==> src/rtl/fp_norm_round.sv <==
// Normalize/round stage after the 20-bit mantissa adder: renormalize, RNE round, pack, flag.
// Ports: clk/rst_n, in_valid/in_ready + sum/cout/exp/sign in, out_valid/out_ready + res_*/zero/ovf/unf out. Macro: NORM_FAST_SHIFT_EN.
module fp_norm_round #(
  parameter int EXP_W = 8
) (
  input  logic             clk,
  input  logic             rst_n,
  input  logic             in_valid,
  output logic             in_ready,
  input  logic [19:0]      sum,
  input  logic             cout,
  input  logic [EXP_W-1:0] exp,
  input  logic             sign,
  output logic             out_valid,
  input  logic             out_ready,
  output logic             res_sign,
  output logic [EXP_W-1:0] res_exp,
  output logic [14:0]      res_frac,
  output logic             zero,
  output logic             ovf,
  output logic             unf
);

  typedef enum logic [1:0] {
    IDLE,
    NORM,
    ROUND,
    DONE
  } state_t;

  localparam logic [EXP_W:0] ONE  = {{EXP_W{1'b0}}, 1'b1};
  localparam logic [EXP_W:0] EMAX = {1'b0, {EXP_W{1'b1}}};

  state_t         state;
  logic [19:0]    m;
  logic [EXP_W:0] e;
  logic           st;
  logic           sign_q;

  logic           lsb, g, s, up;
  logic [16:0]    r;
  logic [EXP_W:0] er;
  logic           hid;
  logic [14:0]    fr;
  logic           stop;

  assign in_ready = (state == IDLE);

  // Shifting also stops once e is saturated so a load-time overflow survives.
  assign stop = (m == 20'd0) || m[19] || (e <= ONE) || (e >= EMAX);

  always_comb begin
    lsb = m[4];
    g   = m[3];
    s   = (|m[2:0]) | st;
    up  = g & (s | lsb);
    r   = {1'b0, m[19:4]} + {16'd0, up};
    if (r[16]) begin
      hid = 1'b1;
      fr  = 15'd0;
      er  = e + ONE;
    end else begin
      hid = r[15];
      fr  = r[14:0];
      er  = e;
    end
  end

`ifdef NORM_FAST_SHIFT_EN
  logic [4:0]     lz;
  logic           found;
  logic [EXP_W:0] elim;
  logic [4:0]     sh;

  always_comb begin
    lz    = 5'd0;
    found = 1'b0;
    for (int i = 19; i >= 0; i--) begin
      if (!found) begin
        if (m[i]) found = 1'b1;
        else      lz    = lz + 5'd1;
      end
    end
    // Never shift below the minimum exponent of 1.
    elim = e - ONE;
    if (elim < {{(EXP_W-4){1'b0}}, lz}) sh = elim[4:0];
    else                                sh = lz;
  end
`endif

  always_ff @(posedge clk or negedge rst_n) begin
    if (!rst_n) begin
      state     <= IDLE;
      m         <= '0;
      e         <= '0;
      st        <= 1'b0;
      sign_q    <= 1'b0;
      out_valid <= 1'b0;
      res_sign  <= 1'b0;
      res_exp   <= '0;
      res_frac  <= '0;
      zero      <= 1'b0;
      ovf       <= 1'b0;
      unf       <= 1'b0;
    end else begin
      unique case (state)
        IDLE: begin
          if (in_valid) begin
            sign_q <= sign;
            if (cout) begin
              m  <= {1'b1, sum[19:1]};
              st <= sum[0];
              e  <= {1'b0, exp} + ONE;
            end else begin
              m  <= sum;
              st <= 1'b0;
              e  <= (exp == '0) ? ONE : {1'b0, exp};
            end
            state <= NORM;
          end
        end
        NORM: begin
          if (stop) begin
            state <= ROUND;
          end else begin
`ifdef NORM_FAST_SHIFT_EN
            m     <= m << sh;
            e     <= e - {{(EXP_W-4){1'b0}}, sh};
            state <= ROUND;
`else
            m <= {m[18:0], 1'b0};
            e <= e - ONE;
`endif
          end
        end
        ROUND: begin
          res_sign  <= sign_q;
          out_valid <= 1'b1;
          state     <= DONE;
          if ((m == 20'd0) && !st) begin
            zero     <= 1'b1;
            ovf      <= 1'b0;
            unf      <= 1'b0;
            res_exp  <= '0;
            res_frac <= '0;
          end else if (er >= EMAX) begin
            zero     <= 1'b0;
            ovf      <= 1'b1;
            unf      <= 1'b0;
            res_exp  <= '1;
            res_frac <= '0;
          end else begin
            zero     <= 1'b0;
            ovf      <= 1'b0;
            unf      <= !hid && (fr != 15'd0);
            res_exp  <= hid ? er[EXP_W-1:0] : '0;
            res_frac <= fr;
          end
        end
        DONE: begin
          if (out_ready) begin
            out_valid <= 1'b0;
            state     <= IDLE;
          end
        end
        default: state <= IDLE;
      endcase
    end
  end

endmodule

==> config.mk <==
export PLATFORM = sky130hd
export DESIGN_NAME = fp_norm_round
export DESIGN_NICKNAME = d
export VERILOG_FILES = /design/src/rtl/fp_norm_round.sv
export SDC_FILE = /design/constraint.sdc
export NUM_CORES = 1
export LEC_CHECK = 0
export BUFFER_PORTS_ARGS = -buffer_cell sky130_fd_sc_hd__buf_2
export CAP_MARGIN = 20
export CORE_MARGIN = 4
export CORE_UTILIZATION = 58
export CTS_CLUSTER_DIAMETER = 100
export DETAILED_ROUTE_END_ITERATION = 16
export PLACE_DENSITY = 0.82
export SLEW_MARGIN = 20
export SYNTH_ARGS = -nofsm -noshare
export SYNTH_HDL_FRONTEND = slang
export SYNTH_SLANG_ARGS = --single-unit
==> constraint.sdc <==
create_clock -name clk -period 2.8 [get_ports clk]
set_input_delay 0.14 -clock clk [delete_from_list [all_inputs] [get_ports clk]]
set_output_delay 0.14 -clock clk [all_outputs]
set_load 0.05 [all_outputs]
==> impl_metrics.py, run 1 <==
metrics = {
    "timing": {
        "clock_tree_skew_after_final_layout_ns": 0.01050,
        "finalSetupViolCount": 0,
        "unrepaired_setup_endpoints_after_global_routing": "no",
        "finalHoldViolCount": 0,
        "maxSlewViolCount": 0,
        "worst_hold_slack_ns": 0.03208,
        "max-slew-margin-rel_pct": 56.10,
        "totalNegativeSetupSlack_ns": 0,
        "finalCritPeriodShare_pct": 93.29,
        "maximum_clock_rate_mhz": 382.8,
        "finalWorstPathRequiredPeriod_ns": 2.612,
        "tightestPinTransition_ns": 0.6585,
    },
    "clock_network": {
        "clock_latency_ns": 0.34,
        "post-cts-setup-buffers": 0,
        "clock_sink_count": 61,
        "clkTransAtPathRegs_ns": 0.07,
        "h_tree_level_count": 3,
        "number_of_buffers_inserted_during_clock_tree_synthesis": 9,
        "tritoncts_clock_tree": "built",
        "clock_path_buffers": 2,
        "clock_tree.root_cell": "clkbuf_8",
    },
    "floorplan": {
        "ios": 63,
        "die_h_um": 91.79,
        "design.die.area_sq_mm": 0.008424,
        "fp.coreArea_sq_mm": 0.006794,
        "placementRows": 30,
        "die_width_um": 91.79,
        "floorplan.initialDensity_pct": 59.93,
    },
    "global_routing": {
        "gr-total-overflow": 0,
        "grt_pass1_wl_um": 16620,
        "grt_antenna_before_repair": 0,
        "grt_usage_pct": 24.46,
        "first_global_vias": 3514,
        "maximum_number_of_pins_on_one_net_before_global_route_repair": 49,
    },
    "setup_path": {
        "timing.critical_path.to_type": "flop",
        "reg2reg_setup_slack_ns": 0.19,
        "highest_fanout_seen_on_the_critical_path": 8,
        "timing.rr.end": "unf$_DFFE_PN0P_",
        "cp-startpoint": "m[3]$_DFFE_PN0P_",
        "cpMaxStageDelayCell": "or4b_1",
        "path_cells": "and2_1, ha_1, nand4_1, nor4_4, a21oi_2, o22a_1, or4b_1, a32oi_1",
        "worstPathArrival_ns": 2.87,
        "worst_setup_path_type": "flop to flop",
        "worst_setup_path_start_kind": "flop",
        "worstPathRequired_ns": 3.06,
        "timing.rr.start": "m[3]$_DFFE_PN0P_",
        "critical_path.max_stage_delay_ns": 0.53,
        "ff2ff_path_depth": 8,
        "critPathCapture": "unf$_DFFE_PN0P_",
    },
    "synthesis": {
        "synth_edf_count": 0,
        "post_synth.cell_area_avg_sq_um": 8.626,
        "netlist-cell-type-count": 57,
        "ys.warnings.count": 0,
        "netlist_area_sq_mm": 0.004071,
        "syn_inst": 472,
        "asyncSetResetFlopFracSynth_pct": 100.0,
        "synth_nets": 517,
        "ys_ff_latch": 61,
        "sequential_cell_area_fraction_in_the_yosys_report_pct": 37.49,
        "yosys_most_used_dff": "dfrtp_1",
    },
    "hold_path": {
        "holdCritStartpoint": "sign",
        "timing.hold.worst.class": "input port to flop",
    },
    "power": {
        "pwr_density_cell_mw_per_mm2": 1184,
        "worst_ir_drop_vdd_uv": 814.7,
        "p_leak_nw": 2.128,
    },
    "route": {
        "wirelength_um": 9897,
        "initialDrtViolationCount": 258,
        "wl_per_cell_um": 15.81,
        "first_pass_iters": 6,
        "antenna_violating_nets_left": 0,
        "num_vias": 3731,
        "detail_route.drc_violations": 0,
        "routed_via_density": 5.960,
    },
    "placement": {
        "post-dp-hpwl_um": 7246,
        "finalWeightedCongestion": 0.8801,
        "placedCellCount": 608,
        "portBuffers": 62,
    },
    "finish": {
        "leading_cell_type_in_the_layout_fill_and_taps_excluded": "buf_2",
        "most-common-layout-cells": "62 x buf_2, 60 x dfrtp_1, 53 x nand2_1",
        "diodes": 0,
        "flow.area_growth_from_synthesis_pct": 14.57,
        "utilization_pct": 68.66,
        "post_route_cells_drive_above_1_share_pct": 19.43,
        "number_of_cells_in_the_finished_layout_apart_from_fillers": 626,
        "num-nets-final": 570,
    },
    "outcome": {
        "status": "completed",
    },
    "job": {
        "cap_viol_max_count": 0,
    },
}
-- worst min path at each step --
| stage | to | slack, ns | depth (start not counted) |
|---|---|---|---|
| final | sign_q$_DFFE_PN0P_ | 0.03 | 2 |
| after global routing | sign_q$_DFFE_PN0P_ | 0.03 | 2 |
| after CTS | sign_q$_DFFE_PN0P_ | 0.02 | 2 |
| after detailed placement | m[0]$_DFFE_PN0P_ | 0.15 | 1 |
| after global placement | m[0]$_DFFE_PN0P_ | 0.15 | 1 |
| after floorplan | e[0]$_DFFE_PN0P_ | -0.16 | 0 |
-- flip-flops by register name (all words and copies together) (netlist names) --
register,flops
res_frac,15
res_exp,8
out_valid,1
st,1
res_sign,1
state,2
e,9
m,20
ovf,1
zero,1
sign_q,1
unf,1
-- logic make-up (layout without fill, tap and decap cells) --
kind of cell | after synthesis | after routing | synth area share [%]
muxes | 25 | 25 | 6.238
DFF | 61 | 61 | 37.49
AOI/OAI and AO/OA | 116 | 116 | 19.12
buffers and inverters | 62 | 120 | 6.484
xor gates and xnor gates | 26 | 26 | 5.593
and+or+nand+nor | 171 | 171 | 21.70
adders and majority gates | 11 | 11 | 3.380
-- cell usage after synthesis, types with 2 or more instances --
cell type   n  share of area (%)
o221ai_1    8                1.7
o21ai_0    39                4.8
nor3b_1     2               0.37
nand3b_1    3               0.55
and3_1      4               0.61
nand4_4     2                1.0
and2_1      5               0.77
mux2_2      3               0.83
nand2b_1    2               0.31
nor4_1      6               0.92
nand3_1    20                2.5
nor3_1     15                1.8
a221oi_1    2               0.43
buf_1       4               0.37
o2bb2ai_1  12                2.6
a21oi_1    24                3.0
ha_1       11                3.4
and4_1      4               0.86
buf_2      13                1.6
a221o_1     2               0.49
o21a_1      3               0.55
or2_2       2               0.31
nand2_1    53                4.9
inv_1      26                2.4
clkbuf_1   15                1.4
a222oi_1    2               0.49
mux2i_1    22                5.4
nor2_1     34                3.1
dfrtp_1    61                 37
buf_4       4               0.74
o31ai_1     5               0.92
o22ai_1     3               0.46
xnor2_1    15                3.2
xor2_1     11                2.4
nand4_1    10                1.5
or3_1       3               0.46
a21o_1      2               0.37
-- cell type report --
| class | instances | area, sq um |
|---|---|---|
| fillers | 546 | 2130 |
| inverters | 26 | 97.59 |
| repair buffers | 78 | 439.2 |
| clock buffers | 12 | 145.1 |
| flip-flops and latches | 61 | 1528 |
| multi-input cells | 349 | 2287 |
| well taps | 96 | 120.1 |
| clock inverters | 4 | 47.55 |
-- repair_timing --
item,4_1_cts,5_1_grt
setup endpoints to repair,0,27
hold buffers,2,0
resized for setup,0,3
endpoints found under the hold margin,23,0
-- power breakdown --
part	total (mW)	internal (mW)	switching [mW]
clock	0.780	0.433	0.347
sequential	1.79	1.29	0.498
combinational	2.95	1.01	1.94
total	5.52	2.73	2.79
-- per-layer routing --
layer  routed length [um]  share of wire (%)  track usage [%]  vias up
met4                  165                1.7            8.416        0
met2                 4598                 46            38.28      140
li1                     -                  -                -     1799
met5                    0                  0                0        -
met3                  637                6.4            5.742       20
met1                 4496                 45            33.37     1772
-- metrics by stage --
step / cell area, sq um / setup WS (ns) / power, mW
floorplan: 4071 / 0.4609 / 3.990
detailed placement: 4441 / 0.07073 / 4.696
CTS: 4653 / 0.07003 / 5.493
global route: 4664 / 0.01877 / 5.931
global placement: 4441 / 0.1713 / 4.615
finish: 4664 / 0.1879 / 5.522
-- worst max-delay path: cells and delay by family, from the launching register on --
family	cells	cell delay, ns
flip-flops	1	0.45
adder cells (fa/ha/maj)	1	0.24
AND/OR/NAND/NOR	4	1.29
AO/OA/AOI/OAI	3	0.55
Note: power is estimated with default switching activity, not from simulation.
==> run 2: changes to the inputs <==
==> config.mk (replaced) <==
export PLATFORM = sky130hd
export DESIGN_NAME = fp_norm_round
export DESIGN_NICKNAME = d
export VERILOG_FILES = /design/src/rtl/fp_norm_round.sv
export SDC_FILE = /design/constraint.sdc
export NUM_CORES = 1
export LEC_CHECK = 0
export CAP_MARGIN = 20
export CORE_ASPECT_RATIO = 1.25
export CORE_MARGIN = 4
export CORE_UTILIZATION = 64
export CTS_CLUSTER_DIAMETER = 100
export DETAILED_ROUTE_END_ITERATION = 16
export DONT_BUFFER_PORTS = 1
export PLACE_DENSITY = 0.81
export REMOVE_ABC_BUFFERS = 1
export SLEW_MARGIN = 20
export SYNTH_ARGS = -nofsm -noshare
export SYNTH_HDL_FRONTEND = slang
export SYNTH_SLANG_ARGS = --single-unit
==> run 2 against run 1 <==
Clock-buffer cell count increased by 2; flip-flop and latch count stayed put; clock skew is 0.0023 ns lower; total power is 4.0% lower; final cell count shrank 11%; first-iteration DRC count rose by 10%; non-clock buffer count shrank 54; sequential power grew 36%; combinational power decreased by 27%; sequential share of layout area increased by 1.8 points; final area is 5.3% lower; critical path depth up 2; critical endpoint unchanged; largest cell class unchanged; largest power group is now sequential cells.
==> impl_metrics.py, run 2 (synthesis results as in run 1) <==
metrics = {
    "outcome": {
        "status": "completed",
    },
    "finish": {
        "flow.area_growth_from_synthesis_pct": 8.543,
        "top_register_by_number_of_flip_flops": "m",
        "diodes": 0,
        "final.fill_count": 512,
        "num-nets-final": 516,
        "number_of_cells_in_the_finished_layout_apart_from_fillers": 560,
        "largest_register_ffs": 20,
        "most-common-layout-cells": "59 x dfrtp_1, 53 x nand2_1, 39 x o21ai_0",
        "biggest_regs": "m: 20 flops, res_frac: 15 flops, e: 9 flops",
        "post_route_cells_drive_above_1_share_pct": 9.474,
        "final_cell_area_sq_mm": 0.004419,
        "leading_cell_type_in_the_layout_fill_and_taps_excluded": "dfrtp_1",
    },
    "setup_path": {
        "critical_path_buf_inv_count": 2,
        "timing.critical_path.to_type": "flop",
        "cp-startpoint": "m[3]$_DFFE_PN0P_",
        "reg2reg_setup_slack_ns": 0.11,
        "timing.rr.end": "unf$_DFFE_PN0P_",
        "worst_path_dominant_cell_family": "simple AND/OR/NAND/NOR gates",
        "highest_fanout_seen_on_the_critical_path": 11,
        "timing.rr.start": "m[3]$_DFFE_PN0P_",
        "path_cells": "and2_1, ha_1, nand4_1, nor4_4, buf_4, buf_4, and2_1, o22a_1, or4b_1, a32oi_1",
        "worst_setup_path_start_kind": "flop",
        "critical_path.max_stage_delay_ns": 0.53,
        "worstPathRequired_ns": 3.04,
        "worst_setup_path_type": "flop to flop",
        "ff2ff_path_depth": 10,
        "worstPathArrival_ns": 2.94,
        "cpMaxStageDelayCell": "or4b_1",
    },
    "floorplan": {
        "die_h_um": 97.18,
        "floorplan.initialDensity_pct": 66.03,
        "design.die.area_sq_mm": 0.007710,
        "ios": 63,
        "fp.coreArea_sq_mm": 0.006166,
        "die_width_um": 79.34,
        "placementRows": 32,
    },
    "route": {
        "routed_via_density": 6.350,
        "antenna_violating_nets_left": 0,
        "first_pass_iters": 5,
        "initialDrtViolationCount": 285,
        "wl_per_cell_um": 17.97,
        "detail_route.drc_violations": 0,
        "num_vias": 3556,
        "wirelength_um": 10060,
    },
    "placement": {
        "post-dp-hpwl_um": 7213,
        "portBuffers": 0,
        "placedCellCount": 536,
        "finalWeightedCongestion": 1.017,
        "placement.setup.worst_slack_ns": 0.1509,
        "dpl-instance-area_sq_mm": 0.004136,
    },
    "power": {
        "pwr_density_cell_mw_per_mm2": 1200,
        "worst_ir_drop_vdd_uv": 690.0,
        "p_leak_nw": 1.909,
    },
    "global_routing": {
        "gr-total-overflow": 0,
        "grt_pass1_wl_um": 16760,
        "first_global_vias": 3460,
        "grt_usage_pct": 27.31,
        "maximum_number_of_pins_on_one_net_before_global_route_repair": 62,
        "grt_antenna_before_repair": 0,
    },
    "clock_network": {
        "clock_latency_ns": 0.34,
        "number_of_buffers_inserted_during_clock_tree_synthesis": 9,
        "clock_path_buffers": 2,
        "clock_sink_count": 61,
        "clock_tree.root_cell": "clkbuf_8",
        "clkTransAtPathRegs_ns": 0.06,
        "h_tree_level_count": 3,
        "tritoncts_clock_tree": "built",
    },
    "timing": {
        "worst_hold_slack_ns": 0.03061,
        "clock_tree_skew_after_final_layout_ns": 0.008187,
        "maxSlewViolCount": 0,
        "finalWorstPathRequiredPeriod_ns": 2.694,
        "finalSetupViolCount": 0,
        "finalCritPeriodShare_pct": 96.21,
        "totalNegativeSetupSlack_ns": 0,
        "timing.final.ws_setup_ns": 0.1062,
        "finalHoldViolCount": 0,
        "tightestPinTransition_ns": 0.5716,
        "max-slew-margin-rel_pct": 61.54,
        "maximum_clock_rate_mhz": 371.2,
    },
    "hold_path": {
        "timing.hold.worst_endpoint": "e[0]$_DFFE_PN0P_",
        "hold_path_depth": 2,
        "holdCritStartpoint": "exp[0]",
        "timing.hold.worst.class": "input port to flop",
    },
    "job": {
        "cap_viol_max_count": 0,
    },
}
[run 2: layer usage]
layer	vias up	part of all wire [%]	GRT usage, %
met5	-	0	0
met4	0	3.0	12.43
met3	26	6.3	5.659
met2	153	52	45.91
met1	1685	39	33.15
li1	1692	-	-
[run 2: metrics by stage]
stage	utilization [%]	power, mW
2_1_floorplan	-	3.826
3_3_place_gp	67.09	4.453
3_5_place_dp	67.09	4.537
4_1_cts	71.39	5.290
5_1_grt	71.67	5.677
6_report	71.67	5.301
[run 2: timing repair]
item / CTS / global route
endpoints found under the setup margin: 0 / 1
hold endpoints to repair: 65 / 0
hold buffers: 7 / 0
setup buffers: 0 / 2
gates resized for setup: 0 / 2
[run 2: final cells by class]
class,count,area [sq um],share of cell area [%]
clock inverter,1,5.005,0.1133
clock buffer,14,172.7,3.907
tap,85,106.4,2.407
sequential,61,1529,34.60
timing repair buffer,24,227.7,5.153
multi-input combinational,349,2281,51.61
inverter,26,97.59,2.208
[run 2: worst max-delay path by stage]
stage | to | depth (start not counted)
finish | unf$_DFFE_PN0P_ | 10
global route | unf$_DFFE_PN0P_ | 10
CTS | unf$_DFFE_PN0P_ | 8
detailed placement | unf$_DFFE_PN0P_ | 8
global placement | unf$_DFFE_PN0P_ | 8
floorplan | e[3]$_DFFE_PN0P_ | 7
[run 2: where the power goes]
group | switching, mW | internal (mW) | total (mW)
registers | 1.15 | 1.28 | 2.43
logic | 1.25 | 0.901 | 2.16
clock network | 0.326 | 0.388 | 0.715
[run 2: worst register-to-register path, delay by kind of cell (launching register included)]
kind,cells,cell delay (ns)
AND/OR/NAND/NOR,5,1.14
flip-flops,1,0.46
AO/OA/AOI/OAI,2,0.46
buffers and inverters,2,0.31
adder cells (fa/ha/maj),1,0.24
==> run 3: changes to the inputs <==
--- a/config.mk
+++ b/config.mk
@@ -5,6 +5,7 @@
 export SDC_FILE = /design/constraint.sdc
 export NUM_CORES = 1
 export LEC_CHECK = 0
+export ABC_AREA = 1
 export CAP_MARGIN = 20
 export CORE_ASPECT_RATIO = 1.25
 export CORE_MARGIN = 4
==> run 3 against run 2 <==
Clock-buffer cell count shrank 2; fmax grew 12%; global-route usage shrank 1.9 points; register-to-register slack gained 0.29 ns; non-clock buffer count shrank 11; routed wire length shrank 5.2%; via count grew 3.9%; sequential share of layout area shrank 0.41 points; die area grew 2.3%; clock skew shrank 0.0015 ns; flip-flop and latch count is the same; critical path type unchanged.
==> impl_metrics.py, run 3 <==
metrics = {
    "floorplan": {
        "floorplan.initialDensity_pct": 66.85,
        "placementRows": 32,
        "ios": 63,
        "design.die.area_sq_mm": 0.007888,
        "die_h_um": 98.31,
        "fp.coreArea_sq_mm": 0.006246,
        "die_width_um": 80.25,
    },
    "timing": {
        "finalHoldViolCount": 0,
        "max-slew-margin-rel_pct": 56.67,
        "unrepaired_setup_endpoints_after_global_routing": "no",
        "maximum_clock_rate_mhz": 415.4,
        "maxSlewViolCount": 0,
        "totalNegativeSetupSlack_ns": 0,
        "worst_hold_slack_ns": 0.01368,
        "finalWorstPathRequiredPeriod_ns": 2.407,
        "tightestPinTransition_ns": 0.6457,
        "clock_tree_skew_after_final_layout_ns": 0.006704,
        "timing.final.ws_setup_ns": 0.3925,
        "finalSetupViolCount": 0,
        "finalCritPeriodShare_pct": 85.98,
    },
    "global_routing": {
        "maximum_number_of_pins_on_one_net_before_global_route_repair": 62,
        "gr-total-overflow": 0,
        "first_global_vias": 3567,
        "grt_usage_pct": 25.39,
        "grt_antenna_before_repair": 0,
        "grt_pass1_wl_um": 16130,
    },
    "synthesis": {
        "ys_ff_latch": 61,
        "post_synth_adder_cell_area_pct": 3.296,
        "synth_largest_type_area_fraction_pct": 36.56,
        "synth_compound_gate_area_share_pct": 15.01,
        "synth_xor_xnor_area_share_pct": 3.356,
        "synthDominantAreaCellType": "dfrtp_1",
        "synth_simple_gate_area_share_pct": 33.83,
        "ys.warnings.count": 0,
        "netlist_area_sq_mm": 0.004175,
        "post_synth.cell_area_avg_sq_um": 7.186,
        "ys_top_cells_by_count": "172 x nand2_1, 61 x dfrtp_1, 58 x nor2_1",
        "sequential_cell_area_fraction_in_the_yosys_report_pct": 36.56,
        "synthTopCellsByArea": "dfrtp_1 37%, nand2_1 15%, o21ai_0 5.3%",
        "synth.mux.area_fraction_pct": 0.2697,
        "synth_top_family_by_area": "simple AND/OR/NAND/NOR gates",
        "asyncSetResetFlopFracSynth_pct": 100.0,
        "syn_inst": 581,
        "yosys_most_used_dff": "dfrtp_1",
        "netlist-cell-type-count": 40,
        "post-synth-top-count-cell": "nand2_1",
        "synth_edf_count": 0,
    },
    "finish": {
        "largest_register_ffs": 20,
        "final_cell_area_sq_mm": 0.004466,
        "utilization_pct": 71.49,
        "post_route_cells_drive_above_1_share_pct": 10.60,
        "number_of_cells_in_the_finished_layout_apart_from_fillers": 670,
        "biggest_regs": "m: 20 flops, res_frac: 15 flops, e: 9 flops",
        "num-nets-final": 625,
        "top_register_by_number_of_flip_flops": "m",
        "diodes": 0,
        "leading_cell_type_in_the_layout_fill_and_taps_excluded": "nand2_1",
        "most-common-layout-cells": "172 x nand2_1, 61 x dfrtp_1, 58 x nor2_1",
        "flow.area_growth_from_synthesis_pct": 6.952,
    },
    "hold_path": {
        "timing.hold.worst.class": "input port to flop",
        "hold_path_depth": 2,
    },
    "power": {
        "worst_ir_drop_vdd_uv": 583.8,
        "p_leak_nw": 2.184,
        "pwr_density_cell_mw_per_mm2": 1239,
        "finalPower_mw": 5.534,
    },
    "clock_network": {
        "clock_tree.root_cell": "clkbuf_8",
        "clock_latency_ns": 0.34,
        "clock_path_buffers": 2,
        "clkTransAtPathRegs_ns": 0.07,
        "clock_sink_count": 61,
        "tritoncts_clock_tree": "built",
        "h_tree_level_count": 3,
        "post-cts-setup-buffers": 0,
        "number_of_buffers_inserted_during_clock_tree_synthesis": 9,
    },
    "placement": {
        "placedCellCount": 648,
        "portBuffers": 0,
        "finalWeightedCongestion": 0.8833,
        "post-dp-hpwl_um": 7068,
        "dpl-instance-area_sq_mm": 0.004195,
        "placement.setup.worst_slack_ns": 0.4093,
    },
    "setup_path": {
        "ff2ff_path_depth": 15,
        "timing.critical_path.to_type": "flop",
        "worst_setup_path_start_kind": "flop",
        "worst_setup_path_type": "flop to flop",
        "worstPathRequired_ns": 3.08,
        "worstPathArrival_ns": 2.69,
        "highest_fanout_seen_on_the_critical_path": 16,
    },
    "job": {
        "cap_viol_max_count": 0,
    },
    "route": {
        "detail_route.drc_violations": 0,
        "routed_via_density": 5.516,
        "num_vias": 3696,
        "antenna_violating_nets_left": 0,
        "first_pass_iters": 4,
        "initialDrtViolationCount": 158,
        "wl_per_cell_um": 14.23,
        "wirelength_um": 9536,
    },
    "outcome": {
        "status": "completed",
    },
}
## run 3: changes by cell type after synthesis, sizes merged, moves of 13 or more
cell	before	now
nand2	53	188
nor2	34	66
mux2i	22	0
nand3	20	40
a21oi	25	8
inv	26	43
o21bai	0	17
xnor2	15	2
## run 3: timing repair
| item | 4_1_cts | 5_1_grt |
|---|---|---|
| hold buffers | 6 | 0 |
| gates resized for setup | 0 | 0 |
| endpoints found under the hold margin | 64 | 0 |
## run 3: logic make-up (layout without fill, tap and decap cells)
logic type      count (synthesis)  count (layout)
compound gates                104             104
mux                             1               1
buf+inv                        70              74
xor+xnor                       16              16
fa+ha+maj                      11              11
simple gates                  318             318
flops                          61              61
## run 3: power by group
group	internal [mW]	total, mW	switching, mW
Sequential	1.28	2.33	1.04
Clock	0.433	0.769	0.337
Combinational	0.911	2.44	1.53
Total	2.63	5.53	2.91
## run 3: final cells by class
cell class              count  area (sq um)
fillers                   533          1780
multi-input cells         450          2328
clock inverters             4         47.55
well taps                  85         106.4
inverters                  45         168.9
repair buffers             13         142.6
flip-flops and latches     61          1526
clock buffers              12         145.1
## run 3: layer usage
layer | GRT usage [%] | share of wire (%) | vias up
li1 | - | - | 1899
met1 | 34.69 | 46 | 1683
met2 | 38.07 | 46 | 99
met3 | 5.627 | 6.8 | 15
met4 | 11.83 | 1.5 | 0
met5 | 0 | 0 | -
## run 3: critical path, stage by stage (launching register included)
cell     delay, ns
dfrtp_1       0.40
nand2_1       0.10
inv_1         0.06
ha_1          0.21
nand2_1       0.11
nor2_4        0.15
nand2_4       0.10
nor2_8        0.23
nand2_1       0.08
o21ai_0       0.11
inv_1         0.08
nand3_2       0.10
nor2_4        0.05
nor2_4        0.35
nand3_2       0.12
nand2_1       0.09
## run 3: final timing paths
kind                       slack, ns               start                        to
min in group asynchronous       0.33               rst_n  res_frac[14]$_DFFE_PN0P_
min reg2reg                     0.48  sign_q$_DFFE_PN0P_      res_sign$_DFFE_PN0P_
max reg2reg                     0.39    m[3]$_DFFE_PN0P_  res_frac[14]$_DFFE_PN0P_
max in group asynchronous       2.23               rst_n          e[0]$_DFFE_PN0P_
max                             0.39    m[3]$_DFFE_PN0P_  res_frac[14]$_DFFE_PN0P_
min                             0.01             sum[19]         m[19]$_DFFE_PN0P_
